==> src/rtl/mole_round_controller_if.sv <==
// Bundles the game-control inputs and the round/score outputs of the mole round controller.
// Latency: none; this is a pure signal bundle.
// Backpressure: none; every signal is a plain level sampled or driven each clk.
interface mole_round_controller_if;
  logic        start;
  logic [17:0] hit_switches;
  logic [17:0] mole_positions;
  logic        mole_clk;
  logic [17:0] active_moles;
  logic [7:0]  score;
  logic [7:0]  misses;
  logic [7:0]  rounds_left;
  logic        game_over;

  // Driver side: the player/board environment.
  modport master (
    output start, hit_switches, mole_positions,
    input  mole_clk, active_moles, score, misses, rounds_left, game_over
  );

  // Controller side.
  modport slave (
    input  start, hit_switches, mole_positions,
    output mole_clk, active_moles, score, misses, rounds_left, game_over
  );
endinterface

==> src/rtl/mole_round_controller.sv <==
// Runs a whack-a-mole game: strobes the mole generator, latches the pattern, scores whacks per round.
// Latency: every output is a register; input effects appear one clk after they are sampled.
// Backpressure: none; start is a level honoured only in IDLE/DONE, switch edges outside RUN are dropped.
module mole_round_controller #(
  parameter int ROUND_CYCLES = 8,
  parameter int GAME_ROUNDS  = 10
) (
  input  logic                   clk,
  input  logic                   reset,
  mole_round_controller_if.slave bus
);

  typedef enum logic [2:0] {
    S_IDLE,
    S_PULSE,
    S_LATCH,
    S_RUN,
    S_DONE
  } state_t;

  localparam int            CW       = (ROUND_CYCLES > 1) ? $clog2(ROUND_CYCLES) : 1;
  localparam logic [CW-1:0] LAST_CNT = CW'(ROUND_CYCLES - 1);

  state_t        state_q, state_d;
  logic [CW-1:0] cnt_q, cnt_d;
  logic [17:0]   prev_q;
  logic [17:0]   active_q, active_d;
  logic [7:0]    score_q, score_d;
  logic [7:0]    misses_q, misses_d;
  logic [7:0]    rounds_q, rounds_d;
  logic          mole_clk_q, mole_clk_d;
  logic          game_over_q, game_over_d;

  logic [17:0]   edges;
  logic [17:0]   hits;
  logic [17:0]   wrong;
  logic [17:0]   remain;
  logic          last_run;
  logic [4:0]    hit_cnt;
  logic [4:0]    wrong_cnt;
  logic [4:0]    remain_cnt;
  logic [9:0]    score_sum;
  logic [9:0]    miss_sum;

  function automatic logic [4:0] pop18(input logic [17:0] v);
    logic [4:0] c;
    c = '0;
    for (int i = 0; i < 18; i++) begin
      c = c + {4'd0, v[i]};
    end
    return c;
  endfunction

  // Rising edges are taken against last cycle's switch value, whatever the state.
  assign edges      = bus.hit_switches & ~prev_q;
  assign hits       = edges & active_q;
  assign wrong      = edges & ~active_q;
  assign remain     = active_q & ~edges;
  assign last_run   = (state_q == S_RUN) && (cnt_q == LAST_CNT);
  assign hit_cnt    = pop18(hits);
  assign wrong_cnt  = pop18(wrong);
  assign remain_cnt = pop18(remain);
  // Escapes on the last cycle are counted after that cycle's hits are removed.
  assign score_sum  = {2'b00, score_q} + {5'd0, hit_cnt};
  assign miss_sum   = {2'b00, misses_q} + {5'd0, wrong_cnt}
                    + (last_run ? {5'd0, remain_cnt} : 10'd0);

  // State register.
  always_ff @(posedge clk or posedge reset) begin
    if (reset) begin
      state_q <= S_IDLE;
    end else begin
      state_q <= state_d;
    end
  end

  // Next-state selection: start only matters in IDLE/DONE, rounds end after ROUND_CYCLES of RUN.
  always_comb begin
    state_d = state_q;
    case (state_q)
      S_IDLE, S_DONE: if (bus.start) state_d = S_PULSE;
      S_PULSE:        state_d = S_LATCH;
      S_LATCH:        state_d = S_RUN;
      S_RUN:          if (last_run) state_d = (rounds_q <= 8'd1) ? S_DONE : S_PULSE;
      default:        state_d = S_IDLE;
    endcase
  end

  // Next values for the registered outputs and the round counter.
  always_comb begin
    active_d    = active_q;
    score_d     = score_q;
    misses_d    = misses_q;
    rounds_d    = rounds_q;
    cnt_d       = cnt_q;
    mole_clk_d  = (state_d == S_PULSE);
    game_over_d = (state_d == S_DONE);
    case (state_q)
      S_IDLE, S_DONE: begin
        if (bus.start) begin
          active_d = '0;
          score_d  = '0;
          misses_d = '0;
          rounds_d = 8'(GAME_ROUNDS);
        end
      end
      S_LATCH: begin
        active_d = bus.mole_positions;
        cnt_d    = '0;
      end
      S_RUN: begin
        active_d = remain;
        score_d  = (score_sum > 10'd255) ? 8'hFF : score_sum[7:0];
        misses_d = (miss_sum > 10'd255) ? 8'hFF : miss_sum[7:0];
        cnt_d    = cnt_q + CW'(1);
        if (last_run) begin
          cnt_d    = '0;
          rounds_d = rounds_q - 8'd1;
          // The final round leaves no moles up.
          if (rounds_q <= 8'd1) active_d = '0;
        end
      end
      default: begin
        cnt_d = cnt_q;
      end
    endcase
  end

  // Output and datapath registers, all cleared by reset.
  always_ff @(posedge clk or posedge reset) begin
    if (reset) begin
      cnt_q       <= '0;
      prev_q      <= '0;
      active_q    <= '0;
      score_q     <= '0;
      misses_q    <= '0;
      rounds_q    <= '0;
      mole_clk_q  <= 1'b0;
      game_over_q <= 1'b0;
    end else begin
      cnt_q       <= cnt_d;
      prev_q      <= bus.hit_switches;
      active_q    <= active_d;
      score_q     <= score_d;
      misses_q    <= misses_d;
      rounds_q    <= rounds_d;
      mole_clk_q  <= mole_clk_d;
      game_over_q <= game_over_d;
    end
  end

  assign bus.mole_clk     = mole_clk_q;
  assign bus.active_moles = active_q;
  assign bus.score        = score_q;
  assign bus.misses       = misses_q;
  assign bus.rounds_left  = rounds_q;
  assign bus.game_over    = game_over_q;

endmodule

==> src/flat_wrapper.sv <==
// flat-port wrapper written by rule: the top's interface ports become plain ports
module mole_round_controller_flat 
#(
  parameter int ROUND_CYCLES = 8,
  parameter int GAME_ROUNDS  = 10
)
  (clk, reset, bus_start, bus_hit_switches, bus_mole_positions, bus_mole_clk, bus_active_moles, bus_score, bus_misses, bus_rounds_left, bus_game_over);
  mole_round_controller_if bus_i ();
  input  logic clk;
  input  logic reset;
  input wire logic [$bits(bus_i.start)-1:0] bus_start;
  input wire logic [$bits(bus_i.hit_switches)-1:0] bus_hit_switches;
  input wire logic [$bits(bus_i.mole_positions)-1:0] bus_mole_positions;
  output wire logic [$bits(bus_i.mole_clk)-1:0] bus_mole_clk;
  output wire logic [$bits(bus_i.active_moles)-1:0] bus_active_moles;
  output wire logic [$bits(bus_i.score)-1:0] bus_score;
  output wire logic [$bits(bus_i.misses)-1:0] bus_misses;
  output wire logic [$bits(bus_i.rounds_left)-1:0] bus_rounds_left;
  output wire logic [$bits(bus_i.game_over)-1:0] bus_game_over;
  assign bus_i.start = bus_start;
  assign bus_i.hit_switches = bus_hit_switches;
  assign bus_i.mole_positions = bus_mole_positions;
  assign bus_mole_clk = bus_i.mole_clk;
  assign bus_active_moles = bus_i.active_moles;
  assign bus_score = bus_i.score;
  assign bus_misses = bus_i.misses;
  assign bus_rounds_left = bus_i.rounds_left;
  assign bus_game_over = bus_i.game_over;
  mole_round_controller #(.ROUND_CYCLES(ROUND_CYCLES), .GAME_ROUNDS(GAME_ROUNDS)) u_core (.clk(clk), .reset(reset), .bus(bus_i));
endmodule
==> config.mk <==
export PLATFORM = sky130hd
export DESIGN_NAME = mole_round_controller_flat
export DESIGN_NICKNAME = d
export VERILOG_FILES = /design/src/rtl/mole_round_controller_if.sv /design/src/rtl/mole_round_controller.sv /design/src/flat_wrapper.sv
export SDC_FILE = /design/constraint.sdc
export NUM_CORES = 1
export LEC_CHECK = 0
export CAP_MARGIN = 20
export CORE_MARGIN = 5
export CORE_UTILIZATION = 30
export DETAILED_ROUTE_END_ITERATION = 6
export SYNTH_ARGS = -nofsm -noshare
export SYNTH_HDL_FRONTEND = slang
export SYNTH_SLANG_ARGS = --single-unit
==> constraint.sdc <==
create_clock -name clk -period 6.1 [get_ports clk]
set_clock_uncertainty 0.1 [all_clocks]
set_input_delay 1.22 -clock clk [delete_from_list [all_inputs] [get_ports clk]]
set_output_delay 1.22 -clock clk [all_outputs]
set_load 0.01 [all_outputs]
After elaboration in Yosys (flattened, before gate mapping)
Index checks and enable logic that the tools add are counted.
Widths: inputs -> output; s select.
- add/sub/neg operators: 56
- magnitude comparators: 3
- equal/unequal tests: 9
- multiplexer cells: 19
- bitwise logic cells: 7
- reductions and logical operators: 9
- operators with widths (operator ; count):
    $add 5x1->5 ; 48
    $and 18x18->18 ; 4
    $mux 18 ; 3
    $not 18->18 ; 3
    $pmux 18 s3 ; 1
    $pmux 8 s2 ; 3
    $mux 8 ; 5
    $gt 10x8->1 const B ; 2
    $add 8x5->9 ; 2
    $mux 3 ; 4
    $pmux 3 s4 ; 1
    $add 10x10->10 ; 1
    $eq 3x3->1 const B ; 3
    $le 8x1->1 const B ; 1
    $sub 8x1->8 const B ; 1
    $add 1x1->2 ; 3
    $eq 3x1->1 const B ; 2
    $eq 3x2->1 const B ; 2
    $pmux 3 s2 ; 1
    $mux 5 ; 1
    $reduce_and 2->1 ; 2
    $reduce_bool 2->1 ; 2
    $add 3x1->3 const B ; 1
    $logic_not 3->1 ; 1
    other kinds (6) ; 6
- flip-flop bits (word level): 68
- bits of input ports: 39
- output and inout port bits: 44

Longest topological paths before layout
- depth in word-level cells: 26
- depth in mapped cells: 27
- gate-level depth less buffers: 26

Least setup slack after synthesis
Ideal clock, no wire load.
- kind: input to register
- start point: in bus_hit_switches[0]
- end point: reg u_core.misses_q[6] (netlist: u_core.bus.misses[6])
- arrival: 6.861 ns
- data required time: 5.880 ns
- setup slack: -0.981 ns
- stages on the path: 26
- cell sequence: nand2b_1 nor2_1 ha_1 inv_1 fa_1 fa_1 fa_1 inv_1 fa_1 fa_1 inv_1 fa_1 inv_1 ha_1 a21o_1 a211oi_1 a21oi_1 ha_1 o21ai_0 a21oi_1 or2_2 a21oi_1 o22a_2 buf_6 a21oi_2 o211a_1
- word-level cells in the longest chain between the ends: 25
- elaborated cells on any way between the ends: 44
- ends and longest elaborated chain (element ; line ; text):
    start: declaration ; flat_wrapper.sv:12 ; input wire logic [$bits(bus_i.hit_switches)-1:0] bus_hit_switches;
    $and 18x18->18 * ; mole_round_controller.sv:55 ; assign edges = bus.hit_switches & ~prev_q;
    parallel branches: the longest is 20 deep, another holds $add 5x1->5 ; - ;
    $add 10x10->10 * ; mole_round_controller.sv:66 ; + (last_run ? {5'd0, remain_cnt} : 10'd0);
    $gt 10x8->1 ; mole_round_controller.sv:114 ; misses_d = (miss_sum > 10'd255) ? 8'hFF : miss_sum[7:0];
    $mux 8 * ; mole_round_controller.sv:114 ;
    $pmux 8 s2 * ; mole_round_controller.sv:98 ; case (state_q)
    end signal: assignment ; mole_round_controller.sv:145 ; misses_q <= misses_d;
    end: declaration ; mole_round_controller.sv:29 ; logic [7:0] misses_q, misses_d;
Mark *: on every way between the ends.
A chain may end at the register's enable or synchronous reset.

Final worst setup path
- start point: in bus_hit_switches[2]
- end point: reg u_core.misses_q[6] (netlist: u_core.bus.misses[6])
- word-level cells in the longest chain between the ends: 24
- elaborated cells on any way between the ends: 42
- ends and longest elaborated chain (element ; line):
    $and 18x18->18 * ; mole_round_controller.sv:55
    parallel branches: the longest is 19 deep, another holds $add 5x1->5 ; -
    $add 10x10->10 * ; mole_round_controller.sv:66
    $gt 10x8->1 ; mole_round_controller.sv:114
    $mux 8 * ; mole_round_controller.sv:114
    $pmux 8 s2 * ; mole_round_controller.sv:98
Marks and branches as above.

==> impl_metrics.csv <==
group,metric,value,unit
synth,synth_top_family_by_area,"adder cells",
floorplan,die_y,139,um
synth,synthSimpleGateAreaFrac,16.7,%
finish,area_growth,43.9,%
global_routing,grtUsageTotal,14.4,%
timing,setup_ws,-0.518,ns
floorplan,coreArea,16500,um2
run_status,status,"complete, but fails checks",
finish,nFillCells,1585,
setup_path,required,6.23,ns
timing,fin_crit_sh,108,%
floorplan,dieArea,19400,um2
timing,relSlewSlack,40.6,%
drt,drtAntennaViolNets,0,
finish,nets,766,
timing,timing.fmax,151,MHz
floorplan,initial_utilization,30.4,%
place,port_buffers,82,
place,post_dp_cell_area,6420,um2
drt,drc,0,
synth,synth-edff-count,0,
timing,slew_violations,0,
drt,drt-initial-drc-count,149,
clocking,cts_sinks,68,
timing,finalSetupViolations,11,
min_path,hold_path.class,"register to register",
synth,synth_area_per_cell,9.67,um2
place,dpl.hpwl,9970,um
place,place_ws,-1.36,ns
synth,yosysWarningCount,0,
global_routing,grt.overflow.total,0,
drt,wl_met1,5730,um
setup_path,worst-path-max-fanout,5,
clocking,clk_path_buf_depth,2,
clocking,cts-root-buf,"clkbuf_16",
finish,antennaDiodeCount,0,
synth,synth_adder_area_share,24.1,%
synth,synth.distinct_cells,47,
run_status,violations,"setup timing",
drt,via_per_inst,4.73,
synth,synth-seq-cells,68,
drt,route.met2.wl,7130,um
setup_path,reg2regPathDepth,25,
setup_path,path_class,"primary input to register",
place,gp_congestion,0.814,
drt,dr_wl_met3,576,um
setup_path,critPathLaunchType,"primary input",
synth,syn_nets,630,
synth,syn_inst,518,
global_routing,grt_max_degree,69,
floorplan,ioPinCount,83,
timing,finalHoldViolCount,0,
global_routing,grt_first_pass_wirelength,22700,um
finish,drive_gt1_share,22.5,%
drt,num_vias,4161,
clocking,cts_tree,"built",
timing,worst_pin_slew,0.891,ns
timing,rsz0062_at_grt,"yes",
drt,wl,13600,um
setup_path,crit_arrival,6.75,ns
floorplan,die_w,139,um
clocking,htreeDepth,3,
synth,synth_ff_type,"dfrtp_1",
synth,synth-xor-area-share,3.32,%
clocking,cts.clk_slew.worst_paths,0.06,ns
global_routing,antenna_found_initial,0,
global_routing,grt_pass1_vias,4644,
drt,wl_per_cell,15.5,um
floorplan,rows,47,
finish,stdcell_area,7200,um2
clocking,cts_buffers,9,
setup_path,critPathCaptureType,"register",
synth,async_reset_ff_share,100,%
clocking,clk_latency,0.34,ns
flow_run,drv_cap,0,
timing,period_needed,6.62,ns
synth,synth-seq-area-share,34.0,%
synth,syn-cell-area,5010,um2
synth,synth_compound_area_share,15.7,%
clocking,hold_buffers,0,
synth,synthMuxAreaShare,0.225,%
min_path,hold_depth,1,
drt,top_layer_used,"met4",
drt,dr.pass1.iters,5,
-- cells in the mapped netlist, drive strengths merged, types with 2 or more instances --
library cell	n	area [um2]
a211oi	5	37.5
a21o	13	97.6
a21oi	34	185
a22o	21	184
a31oi	6	37.5
and2	9	56.3
and3	2	12.5
buf	5	30.0
clkbuf	7	27.5
dfrtp	68	1700
fa	39	781
ha	34	425
inv	64	240
nand2	30	113
nand2b	32	200
nand3	11	55.1
nand4b	2	17.5
nor2	36	135
nor2b	22	140
nor3	8	40.0
nor3b	3	22.5
nor4	3	18.8
o21a	3	22.5
o21ai	27	135
o21bai	2	15.0
xnor2	9	78.8
xor2	10	87.6
-- through the flow --
step	utilization [%]	hold slack (ns)	setup TNS [ns]	cells
after floorplan	-	0.377	-4.02	518
after global placement	39.0	0.396	-15.34	846
after CTS	42.6	0.417	-5.87	877
after global routing	43.7	0.431	-6.47	879
final	43.7	0.415	-3.87	879
after detailed placement	39.0	0.399	-16.86	846
-- repair_timing --
item | in CTS | in global routing
pin swaps | 53 | 41
resized for setup | 51 | 42
buffers inserted | 14 | 3
cloned | 1 | 0
setup endpoints to repair | 16 | 16
-- final timing paths --
| kind | startpoint | to | slack, ns |
|---|---|---|---|
| worst max-delay path | bus_hit_switches[2] | u_core.bus.misses[6] | -0.52 |
| worst min-delay path | u_core.cnt_q[1] | u_core.cnt_q[1] | 0.42 |
| worst max register to register | u_core.prev_q[1] | u_core.bus.misses[6] | -0.04 |
| worst min register to register | u_core.cnt_q[1] | u_core.cnt_q[1] | 0.42 |
| max in group asynchronous | reset | u_core.bus.misses[7] | 3.95 |
| min in group asynchronous | reset | u_core.prev_q[2] | 1.36 |
-- final cells by class --
class,instances,area (um2),area share (%)
multi-input combinational,375,3390,47.0
sequential,68,1700,23.6
timing repair buffer,136,1250,17.3
tap,220,275,3.82
inverter,64,243,3.37
clock buffer,9,225,3.13
clock inverter,7,124,1.72
-- flip-flops by register name, summed over array words and instances, names as in the netlist --
signal                   count
u_core.bus.active_moles     18
u_core.bus.game_over         1
u_core.bus.misses            8
u_core.bus.mole_clk          1
u_core.bus.rounds_left       8
u_core.bus.score             8
u_core.cnt_q                 3
u_core.prev_q               18
u_core.state_q               3
-- cells in the final DEF (no fill, tap or decap), types with 8 or more instances in the layout --
cell             netlist  routed
clkdlybuf4s50_1        0      72
xor2_1                10       9
a21oi_2                1      11
inv_1                 64      56
ha_1                  34      30
a22o_1                21      21
o21ai_0               26      21
nand2_1               30      30
buf_4                  0      47
nor2_1                36      31
fa_1                  39      32
nand3_1               11      10
a21oi_1               32      21
buf_6                  1       9
clkbuf_16              0       9
nor2b_1               21      13
nand2b_1              32      29
nor2b_4                0       8
a21o_1                13      13
dfrtp_1               68      68
-- kinds of logic after synthesis --
family | after synthesis
compound gates | 119
xor+xnor | 19
flops | 68
fa+ha+maj | 73
buf+inv | 76
simple gates | 162
mux | 1
-- routing by layer --
metal  up-vias  global-route usage (%)
met1      2030                    17.3
met3        19                    3.66
li1       2020                       -
met5         -                       0
met2        92                    25.7
met4         0                    3.71
-- worst max-delay path: stages --
cell and delay (ns):
dlygate4sd2_1 0.23, nor2b_4 0.17, nand2b_1 0.09, fa_1 0.56, fa_1 0.44, fa_1 0.50
inv_2 0.04, fa_1 0.51, fa_2 0.22, inv_2 0.04, fa_2 0.55, inv_4 0.05
fa_2 0.34, a21o_1 0.20, a21oi_2 0.12, xnor2_1 0.08, ha_1 0.32, o21ai_2 0.08
a21oi_2 0.05, or2_4 0.27, a21o_1 0.17, a31oi_2 0.20, a21oi_2 0.07, o211a_1 0.21
Power is left out: the tool's default activity adds up to more than one toggle a clock period on the data nets, which glitch-free logic cannot reach.
